`src/rtl/xnor_pop_pkg.sv`:
```
// rtl/xnor_pop_pkg.sv - shared widths, FSM state type and width helper for the XNOR-popcount accumulator
package xnor_pop_pkg;

   localparam int DEF_W     = 64;
   localparam int DEF_ACC_W = 16;

   typedef enum logic [1:0] {
      ACCUM = 2'd0,
      DRAIN = 2'd1,
      HOLD  = 2'd2
   } state_t;

   // bits needed to hold the values 0..n
   function automatic int clog2_plus1(input int n);
      int r;
      r = 0;
      for (int i = 0; i < 31; i++) begin
         if ((1 << i) < (n + 1)) r = i + 1;
      end
      return r;
   endfunction

endpackage

```
`src/rtl/xnor_popcount_accum_if.sv`:
```
// rtl/xnor_popcount_accum_if.sv - chunk input and result output handshakes of the XNOR-popcount accumulator
interface xnor_popcount_accum_if #(
   parameter int W     = xnor_pop_pkg::DEF_W,
   parameter int ACC_W = xnor_pop_pkg::DEF_ACC_W
);
   logic             in_valid;
   logic             in_ready;
   logic [W-1:0]     in_x;
   logic [W-1:0]     in_w;
   logic             in_last;
   logic [ACC_W-1:0] threshold;
   logic             out_valid;
   logic             out_ready;
   logic [ACC_W-1:0] out_sum;
   logic             out_bit;
   logic             out_ovf;

   modport slave (
      input  in_valid, in_x, in_w, in_last, threshold, out_ready,
      output in_ready, out_valid, out_sum, out_bit, out_ovf
   );

   modport master (
      output in_valid, in_x, in_w, in_last, threshold, out_ready,
      input  in_ready, out_valid, out_sum, out_bit, out_ovf
   );
endinterface

```
`src/rtl/xnor_popcount_chunk.sv`:
```
// rtl/xnor_popcount_chunk.sv - combinational W-bit XNOR-popcount built as a recursive balanced adder tree
module xnor_popcount_chunk
   import xnor_pop_pkg::*;
#(
   parameter int  W    = 64,
   localparam int PC_W = clog2_plus1(W)
) (
   input  logic [W-1:0]    i_x,
   input  logic [W-1:0]    i_w,
   output logic [PC_W-1:0] o_count
);

   if (W == 1) begin : g_leaf
      assign o_count = PC_W'(i_x ~^ i_w);
   end else begin : g_split
      localparam int WL = W / 2;
      localparam int WH = W - WL;
      localparam int PL = clog2_plus1(WL);
      localparam int PH = clog2_plus1(WH);

      logic [PL-1:0] w_lo;
      logic [PH-1:0] w_hi;

      xnor_popcount_chunk #(.W(WL)) u_lo (
         .i_x     (i_x[WL-1:0]),
         .i_w     (i_w[WL-1:0]),
         .o_count (w_lo)
      );

      xnor_popcount_chunk #(.W(WH)) u_hi (
         .i_x     (i_x[W-1:WL]),
         .i_w     (i_w[W-1:WL]),
         .o_count (w_hi)
      );

      assign o_count = PC_W'(w_lo) + PC_W'(w_hi);
   end

endmodule

```
`src/rtl/xnor_popcount_accum.sv`:
```
// rtl/xnor_popcount_accum.sv - streaming XNOR-popcount accumulator with threshold compare; XNOR_POPCOUNT_SAT_EN selects saturating add
module xnor_popcount_accum
   import xnor_pop_pkg::*;
#(
   parameter int W     = DEF_W,
   parameter int ACC_W = DEF_ACC_W
) (
   input logic                  clk,
   input logic                  rst,
   xnor_popcount_accum_if.slave bus
);

   localparam int PC_W = clog2_plus1(W);

   state_t           r_state;
   state_t           w_state_nxt;
   logic             w_in_ready;
   logic             w_accept;
   logic [PC_W-1:0]  w_pc;
   logic [PC_W-1:0]  r_pc;
   logic             r_s1_valid;
   logic             r_s1_last;
   logic [ACC_W-1:0] r_acc;
   logic [ACC_W-1:0] r_thr;
   logic [ACC_W-1:0] w_sum;
   logic [ACC_W-1:0] r_out_sum;
   logic             r_out_bit;
   logic             r_out_valid;

   xnor_popcount_chunk #(.W(W)) u_chunk (
      .i_x     (bus.in_x),
      .i_w     (bus.in_w),
      .o_count (w_pc)
   );

   assign w_accept      = bus.in_valid && w_in_ready;
   assign bus.in_ready  = w_in_ready;
   assign bus.out_valid = r_out_valid;
   assign bus.out_sum   = r_out_sum;
   assign bus.out_bit   = r_out_bit;

   // FSM state register
   always_ff @(posedge clk) begin
      if (rst) r_state <= ACCUM;
      else     r_state <= w_state_nxt;
   end

   // next state and input-side ready; ready is held low while rst is asserted
   always_comb begin
      w_state_nxt = r_state;
      w_in_ready  = 1'b0;
      case (r_state)
         ACCUM: begin
            w_in_ready = !rst;
            if (bus.in_valid && !rst && bus.in_last) w_state_nxt = DRAIN;
         end
         DRAIN: w_state_nxt = HOLD;
         HOLD: begin
            if (r_out_valid && bus.out_ready) w_state_nxt = ACCUM;
         end
         default: w_state_nxt = ACCUM;
      endcase
   end

   // threshold is captured together with the last beat of a vector
   always_ff @(posedge clk) begin
      if (rst)                           r_thr <= '0;
      else if (w_accept && bus.in_last)  r_thr <= bus.threshold;
   end

   // stage 1: register the per-chunk popcount and its framing
   always_ff @(posedge clk) begin
      if (rst) begin
         r_s1_valid <= 1'b0;
         r_s1_last  <= 1'b0;
         r_pc       <= '0;
      end else begin
         r_s1_valid <= w_accept;
         r_s1_last  <= w_accept && bus.in_last;
         if (w_accept) r_pc <= w_pc;
      end
   end

`ifdef XNOR_POPCOUNT_SAT_EN
   logic [ACC_W:0] w_sum_wide;
   logic           w_sat;
   logic           r_ovf_acc;
   logic           r_out_ovf;

   assign w_sum_wide  = {1'b0, r_acc} + (ACC_W+1)'(r_pc);
   assign w_sat       = w_sum_wide[ACC_W];
   assign w_sum       = w_sat ? {ACC_W{1'b1}} : w_sum_wide[ACC_W-1:0];
   assign bus.out_ovf = r_out_ovf;

   // sticky saturation flag per vector; the reported flag drops when the next vector begins
   always_ff @(posedge clk) begin
      if (rst) begin
         r_ovf_acc <= 1'b0;
         r_out_ovf <= 1'b0;
      end else begin
         if (w_accept) r_out_ovf <= 1'b0;
         if (r_s1_valid) begin
            if (r_s1_last) begin
               r_ovf_acc <= 1'b0;
               r_out_ovf <= r_ovf_acc | w_sat;
            end else begin
               r_ovf_acc <= r_ovf_acc | w_sat;
            end
         end
      end
   end
`else
   assign w_sum       = r_acc + ACC_W'(r_pc);
   assign bus.out_ovf = 1'b0;
`endif

   // stage 2: accumulate, and on the last chunk publish the result and restart the sum
   always_ff @(posedge clk) begin
      if (rst) begin
         r_acc       <= '0;
         r_out_sum   <= '0;
         r_out_bit   <= 1'b0;
         r_out_valid <= 1'b0;
      end else begin
         if (r_out_valid && bus.out_ready) r_out_valid <= 1'b0;
         if (r_s1_valid) begin
            if (r_s1_last) begin
               r_acc       <= '0;
               r_out_sum   <= w_sum;
               r_out_bit   <= (w_sum > r_thr);
               r_out_valid <= 1'b1;
            end else begin
               r_acc <= w_sum;
            end
         end
      end
   end

endmodule

```
`src/flat_wrapper.sv`:
```
// flat-port wrapper written by rule: the top's interface ports become plain ports
module xnor_popcount_accum_flat import xnor_pop_pkg::*;
#(
   parameter int W     = DEF_W,
   parameter int ACC_W = DEF_ACC_W
)
  (clk, rst, bus_in_valid, bus_in_x, bus_in_w, bus_in_last, bus_threshold, bus_out_ready, bus_in_ready, bus_out_valid, bus_out_sum, bus_out_bit, bus_out_ovf);
  xnor_popcount_accum_if #(.W(W), .ACC_W(ACC_W)) bus_i ();
  input logic clk;
  input logic rst;
  input wire logic [$bits(bus_i.in_valid)-1:0] bus_in_valid;
  input wire logic [$bits(bus_i.in_x)-1:0] bus_in_x;
  input wire logic [$bits(bus_i.in_w)-1:0] bus_in_w;
  input wire logic [$bits(bus_i.in_last)-1:0] bus_in_last;
  input wire logic [$bits(bus_i.threshold)-1:0] bus_threshold;
  input wire logic [$bits(bus_i.out_ready)-1:0] bus_out_ready;
  output wire logic [$bits(bus_i.in_ready)-1:0] bus_in_ready;
  output wire logic [$bits(bus_i.out_valid)-1:0] bus_out_valid;
  output wire logic [$bits(bus_i.out_sum)-1:0] bus_out_sum;
  output wire logic [$bits(bus_i.out_bit)-1:0] bus_out_bit;
  output wire logic [$bits(bus_i.out_ovf)-1:0] bus_out_ovf;
  assign bus_i.in_valid = bus_in_valid;
  assign bus_i.in_x = bus_in_x;
  assign bus_i.in_w = bus_in_w;
  assign bus_i.in_last = bus_in_last;
  assign bus_i.threshold = bus_threshold;
  assign bus_i.out_ready = bus_out_ready;
  assign bus_in_ready = bus_i.in_ready;
  assign bus_out_valid = bus_i.out_valid;
  assign bus_out_sum = bus_i.out_sum;
  assign bus_out_bit = bus_i.out_bit;
  assign bus_out_ovf = bus_i.out_ovf;
  xnor_popcount_accum #(.W(W), .ACC_W(ACC_W)) u_core (.clk(clk), .rst(rst), .bus(bus_i));
endmodule
```
`config.mk`:
```
export PLATFORM = sky130hd
export DESIGN_NAME = xnor_popcount_accum_flat
export DESIGN_NICKNAME = d
export VERILOG_FILES = /design/src/rtl/xnor_pop_pkg.sv /design/src/rtl/xnor_popcount_accum_if.sv /design/src/rtl/xnor_popcount_chunk.sv /design/src/rtl/xnor_popcount_accum.sv /design/src/flat_wrapper.sv
export SDC_FILE = /design/constraint.sdc
export NUM_CORES = 1
export LEC_CHECK = 0
export ABC_AREA = 1
export CAP_MARGIN = 15
export CORE_MARGIN = 10
export CORE_UTILIZATION = 57
export CTS_CLUSTER_DIAMETER = 120
export DETAILED_ROUTE_END_ITERATION = 7
export PLACE_DENSITY = 0.88
export SYNTH_ARGS = -nofsm -noshare
export SYNTH_HDL_FRONTEND = slang
export SYNTH_HIERARCHICAL = 1
export SYNTH_SLANG_ARGS = --single-unit
```
`constraint.sdc`:
```
create_clock -name clk -period 7.4 [get_ports clk]
set_clock_uncertainty 0.1 [all_clocks]
set_input_delay 1.48 -clock clk [delete_from_list [all_inputs] [get_ports clk]]
set_output_delay 1.48 -clock clk [all_outputs]
set_load 0.05 [all_outputs]
```
## Word level (Yosys, flattened, before mapping)

Index checks and enable logic that the tools add are counted.

- Bitwise gates (word level): 64
- Mux-type cells: 8
- Reduce and logical (&&, ||, !) cells: 9
- $add $sub $neg: 64
- Equality and inequality tests: 4
- Magnitude comparators: 1

Operators with widths:

| kind | count |
|---|---|
| $add A1 B1 Y2 | 32 |
| $xnor A1 B1 Y1 | 64 |
| $add A2 B2 Y3 | 16 |
| $add A3 B3 Y4 | 8 |
| $add A4 B4 Y5 | 4 |
| $add A16 B7 Y16 | 1 |
| $gt A16 B16 Y1 | 1 |
| $mux W16 | 1 |
| $add A5 B5 Y6 | 2 |
| $add A6 B6 Y7 | 1 |
| $pmux W2 S3 | 1 |
| $logic_and A1 B1 Y1 | 5 |
| $mux W1 | 4 |
| $mux W2 | 2 |
| $ne A2 B1 Y1 const B | 2 |
| $reduce_and A2 Y1 | 2 |
| $eq A2 B1 Y1 const B | 1 |
| $eq A2 B2 Y1 const B | 1 |
| $logic_not A2 Y1 | 1 |
| $logic_not A1 Y1 | 1 |

- Output and inout bits: 20
- Bits of input ports: 149
- Flip-flop bits (word level): 61
- Word-level logic and storage cells: 159

## Logic depth before layout (Yosys ltp)

- Depth in word-level cells: 7
- Depth in mapped cells: 30
- Depth with buffers taken out: 30

## Hierarchy

Netlist, hierarchy kept.

Modules (own cells, without submodules):

| module | area each (um^2) | instances | cells an instance |
|---|---|---|---|
| xnor_popcount_accum | 3275.6 | 1 | 483 |
| xnor_popcount_chunk (u_core.u_chunk.g_split.u_hi.g_split.u_hi.g_split.u_hi.g_split.u_hi.g_split.u_hi.g_split.u_hi ...) | 18.8 | 64 | 5 |
| xnor_popcount_chunk (u_core.u_chunk.g_split.u_hi.g_split.u_hi.g_split.u_hi.g_split.u_hi ...) | 51.3 | 16 | 7 |
| xnor_popcount_chunk (u_core.u_chunk.g_split.u_hi.g_split.u_hi.g_split.u_hi ...) | 98.8 | 8 | 13 |
| xnor_popcount_chunk (u_core.u_chunk.g_split.u_hi.g_split.u_hi ...) | 157.7 | 4 | 25 |
| xnor_popcount_chunk (u_core.u_chunk.g_split.u_hi.g_split.u_hi.g_split.u_hi.g_split.u_hi.g_split.u_hi ...) | 12.5 | 32 | 1 |
| xnor_popcount_chunk (u_core.u_chunk) | 235.2 | 1 | 36 |
| xnor_popcount_chunk (u_core.u_chunk.g_split.u_hi) | 209.0 | 1 | 35 |
| xnor_popcount_chunk (u_core.u_chunk.g_split.u_lo) | 190.2 | 1 | 30 |

## Least setup slack after synthesis

No wires, ideal clock.

- Kind: input -> register
- Start point: input bus_in_x[0]
- End point: register u_core.r_pc[4]
- Arrival time: 5.336 ns
- Library setup time: 0.058 ns
- Path buffers: 0
- Data required time: 7.242 ns
- Stages on the path: 22
- Setup slack: 1.906 ns
- Path through: inv_1 > nand2_1 > nand2_1 > ha_1 > ha_1 > inv_1 > fa_1 > inv_1 > inv_1 > fa_1 > inv_1 > inv_1 > fa_1 > inv_1 > fa_1 > inv_1 > fa_1 > nand3b_1 > nand2_1 > xor2_1 > nand2_1 > nand2_1

- Word-level cells in the longest chain between the ends: 7

Ends and longest elaborated chain:

| item | RTL line | source |
|---|---|---|
| from (decl) | flat_wrapper.sv:12 | `input wire logic [$bits(bus_i.in_x)-1:0] bus_in_x;` |
| $xnor A1 B1 Y1 | xnor_popcount_chunk.sv:14 | `assign o_count = PC_W'(i_x ~^ i_w);` |
| named net u_core.u_chunk.g_split.u_lo.g_split.u_lo.g_split.u_lo.g_split.u_lo.g_split.u_lo.g_split.w_lo | xnor_popcount_chunk.sv:21 | `logic [PL-1:0] w_lo;` |
| $add A1 B1 Y2 | xnor_popcount_chunk.sv:36 | `assign o_count = PC_W'(w_lo) + PC_W'(w_hi);` |
| named net u_core.u_chunk.g_split.u_lo.g_split.u_lo.g_split.u_lo.g_split.u_lo.g_split.w_lo[0] | xnor_popcount_chunk.sv:21 |  |
| $add A2 B2 Y3 | xnor_popcount_chunk.sv:36 |  |
| named net u_core.u_chunk.g_split.u_lo.g_split.u_lo.g_split.u_lo.g_split.w_lo[1] | xnor_popcount_chunk.sv:21 |  |
| $add A3 B3 Y4 | xnor_popcount_chunk.sv:36 |  |
| named net u_core.u_chunk.g_split.u_lo.g_split.u_lo.g_split.w_lo[1] | xnor_popcount_chunk.sv:21 |  |
| $add A4 B4 Y5 | xnor_popcount_chunk.sv:36 |  |
| named net u_core.u_chunk.g_split.u_lo.g_split.w_lo[1] | xnor_popcount_chunk.sv:21 |  |
| $add A5 B5 Y6 | xnor_popcount_chunk.sv:36 |  |
| named net u_core.u_chunk.g_split.w_lo[1] | xnor_popcount_chunk.sv:21 |  |
| $add A6 B6 Y7 | xnor_popcount_chunk.sv:36 |  |
| named net u_core.w_pc[4] | xnor_popcount_accum.sv:19 | `logic [PC_W-1:0] w_pc;` |
| to (signal assigned) | xnor_popcount_accum.sv:80 | `if (w_accept) r_pc <= w_pc;` |
| to (decl) | xnor_popcount_accum.sv:20 | `logic [PC_W-1:0] r_pc;` |

The timed path passes the listed nets, and every way through them passes these cells.
A chain may end at the register's enable or synchronous reset.

## Worst setup path in the final report

- Start point: input bus_in_x[0]
- End point: register u_core.r_pc[5]

Same word-level chain as after synthesis.

==> run_results.csv <==
group,metric,value,unit
power,net_switching_component_of_the_power,2.23,mW
finish,count_of_antenna_diodes_in_the_layout,0,
floorplan,number_of_i_o_pins,169,
clock_tree,worst_skew_pair.late_latency,330,ps
floorplan,die_width,137,um
routing,vias_per_cell,4.78,
yosys,asyncSetResetFlopFracSynth,0,
clock_tree,ctsHtreeMaxLevel,3,
critical_path,crit_path_start_kind,"input pin",
timing,timing_worst_slew_pin_value,764,ps
hold_path,hold_path.class,"reg -> reg",
finish,nNetsFinal,1725,
flow_run,timing.max_cap.violations,0,
power,leakagePower,5.77,nW
clock_tree,cts.reportedPaths.clkPinSlew,50,ps
clock_tree,postCtsHoldBufs,0,
floorplan,placeableCoreArea,0.0133,mm2
critical_path,cp_data_arrival_time,6100,ps
clock_tree,cts_setup_buffers,0,
place,total_of_buffers_placed_on_input_and_output_ports,167,
yosys,ys_dominant_reg_cell,"dfxtp_1",
grt,grt_use_total,0.189,
power,worst_vdd_ir,0.657,mV
run_status,run_status,"finished, final reports clean",
grt,first_global_vias,7471,
timing,setup_viol,0,
timing,timing.final.max_slew_violations,0,
finish,drive_gt1_frac,0.0218,
yosys,synth_largest_area_cell,"ha_1",
yosys,synth.avg_cell_area,6.19,um2
clock_tree,post_cts_resized,0,
yosys,netlist_top_cells_area,"ha_1 (20%), inv_1 (18%), nand2_1 (18%)",
routing,drt_drc_violations_left,0,
yosys,ys_seq_elements,61,
routing,dr.pass1.iters,5,
power,powerDensity,443,mW/mm2
grt,first_pass_grt_wire_length,30300,um
routing,first_iteration_detailed_routing_drc_count,288,
yosys,yosysUniqueCellTypes,34,
critical_path,critical-path-top-cell-by-count,"nand2_1",
finish,utilization,0.744,
timing,fin_crit,5990,ps
finish,final_common_cell,"inv_1",
yosys,synthesis.area,0.00775,mm2
yosys,syn_inst,1252,
critical_path,worstPathRequired,7520,ps
floorplan,placementRows,42,
floorplan,initial_utilization,0.583,
routing,route.antenna.remaining_nets,0,
clock_tree,clock_tree.root_cell,"clkbuf_16",
grt,grt_max_degree,34,
finish,syn2layout_area_growth,27.6,%
power,swShare,0.508,
critical_path,crit_path_end_kind,"register",
finish,fillers,1085,
power,p_clk_frac,0.096,
clock_tree,cts-buffers-inserted,9,
timing,fin_hold_ws,361,ps
yosys,synth.net_count,1560,
place,final_weighted_congestion_in_routability_driven_placement,0.893,
critical_path,timing.setup.critical_path_class,"in -> reg",
grt,antenna_found_initial,0,
timing,relSlewSlack,0.490,
timing,min_period_over_period,0.809,
routing,vias,7634,
critical_path,timing.critical_path.buf_inv,9,
yosys,synth.yosys.warnings,6,
power,power_frac_seq,0.084,
critical_path,cp_top_family,"adder cells",
place,hpwl,14900,um
floorplan,die-area,0.0187,mm2
timing,final_hold_viol_count,0,
clock_tree,numClockSinks,61,
timing,clock.fmax,167,MHz
yosys,synthDominantCellAreaShare,0.205,
finish,layout.cells.most_common_list,"inv_1 (372), nand2_1 (371), clkdlybuf4s50_1 (167)",
routing,route.final.wire_length,17800,um
power,comb_power_share,0.820,
critical_path,timing.critical_path.fanout_max,4,
clock_tree,clock_tree_from_tritoncts,"done",
critical_path,crit_path_max_cell_delay,540,ps
power,internal-power,2.16,mW
floorplan,die_y,137,um
yosys,synth_seq_area_share,0.157,
clock_tree,clock_tree_buf_depth,2,
critical_path,worst_path_slowest_cell,"fa_1",
timing,rsz0062_at_grt,"no",
grt,grt_overflow_total,0,
routing,detail_route.wl_per_cell,11.2,um
timing,setup-tns-final,0,ps
yosys,synth_edf_count,0,
[Yosys cell counts (4+ instances only)]
master / instances
dfxtp_1: 61
nand2_2: 5
a21oi_1: 65
nor2_1: 45
buf_2: 5
nand3_1: 81
fa_1: 32
nand4_1: 4
nand2_1: 371
o21ai_1: 6
clkbuf_1: 8
o21ai_0: 32
ha_1: 127
xor2_1: 6
inv_1: 372
xnor2_1: 14
[worst register-to-register path: cells and delay by family, from the launching register on]
family	cells	cell delay (ps)
adders and majority gates	3	770
buffers and inverters	3	270
DFF	1	350
and+or+nand+nor	8	740
AOI/OAI and AO/OA	4	460
[flip-flops by register name, indices dropped and copies added, names as in the netlist]
signal,flops
u_core/bus.out_sum,16
u_core/r_state,2
u_core/r_pc,7
u_core/bus.out_bit,1
u_core/bus.out_valid,1
u_core/r_s1_valid,1
u_core/r_thr,16
u_core/r_acc,16
u_core/r_s1_last,1
[cell type report]
class	count	area (um2)	share of cell area
clock inverter	4	47.5	0.00480
sequential	61	1220	0.123
timing repair buffer	169	1690	0.171
tap	176	220	0.0223
inverter	375	1410	0.142
multi-input combinational	801	5050	0.511
clock buffer	11	253	0.0255
[path summary, 6_finish.rpt]
check / slack [ps] / start / depth (start not counted) / endpoint
worst max-delay path: 1410 / bus_in_x[0] / 29 / u_core/r_pc[5]
worst min register to register: 360 / u_core/r_thr[9] / 2 / u_core/r_thr[9]
worst min-delay path: 360 / u_core/r_thr[9] / 2 / u_core/r_thr[9]
worst max register to register: 4580 / u_core/r_acc[0] / 18 / u_core/bus.out_bit
[power groups by stage]
stage          registers (mW)  logic, mW  clock network, mW
2_1_floorplan           0.378       2.87                  0
3_3_place_gp            0.373       3.43                  0
3_5_place_dp            0.374       3.58                  0
4_1_cts                 0.367       3.60              0.426
5_1_grt                 0.369       4.20              0.444
6_report                0.367       3.60              0.422
[metal layers]
metal	track usage	routed length, um	vias to the layer above
met5	0	0	-
met4	0.0379	146	0
met3	0.0477	1290	15
met2	0.369	8960	194
met1	0.199	7430	3361
li1	-	-	4064
[metrics by stage]
| stage | cells | total power, mW | setup slack (ps) | area [um2] |
|---|---|---|---|---|
| final | 1597 | 4.39 | 1410 | 9900 |
| after global routing | 1597 | 5.01 | 1100 | 9900 |
| after CTS | 1596 | 4.39 | 1420 | 9890 |
| after detailed placement | 1581 | 3.95 | 1090 | 9590 |
| after global placement | 1581 | 3.80 | 1240 | 9590 |
| after floorplan | 1252 | 3.25 | 1910 | 7750 |
[cells by family (layout without fill, tap and decap cells)]
| kind of cell | count (synthesis) | in the layout | share of synthesized area |
|---|---|---|---|
| xor gates and xnor gates | 21 | 21 | 0.0247 |
| DFF | 61 | 61 | 0.157 |
| adders and majority gates | 159 | 159 | 0.288 |
| AOI/OAI and AO/OA | 106 | 106 | 0.0694 |
| other | 1 | 1 | 0.000484 |
| and+or+nand+nor | 514 | 514 | 0.270 |
| buffers and inverters | 390 | 559 | 0.191 |
No activity file was read; power rests on OpenSTA's default activity.
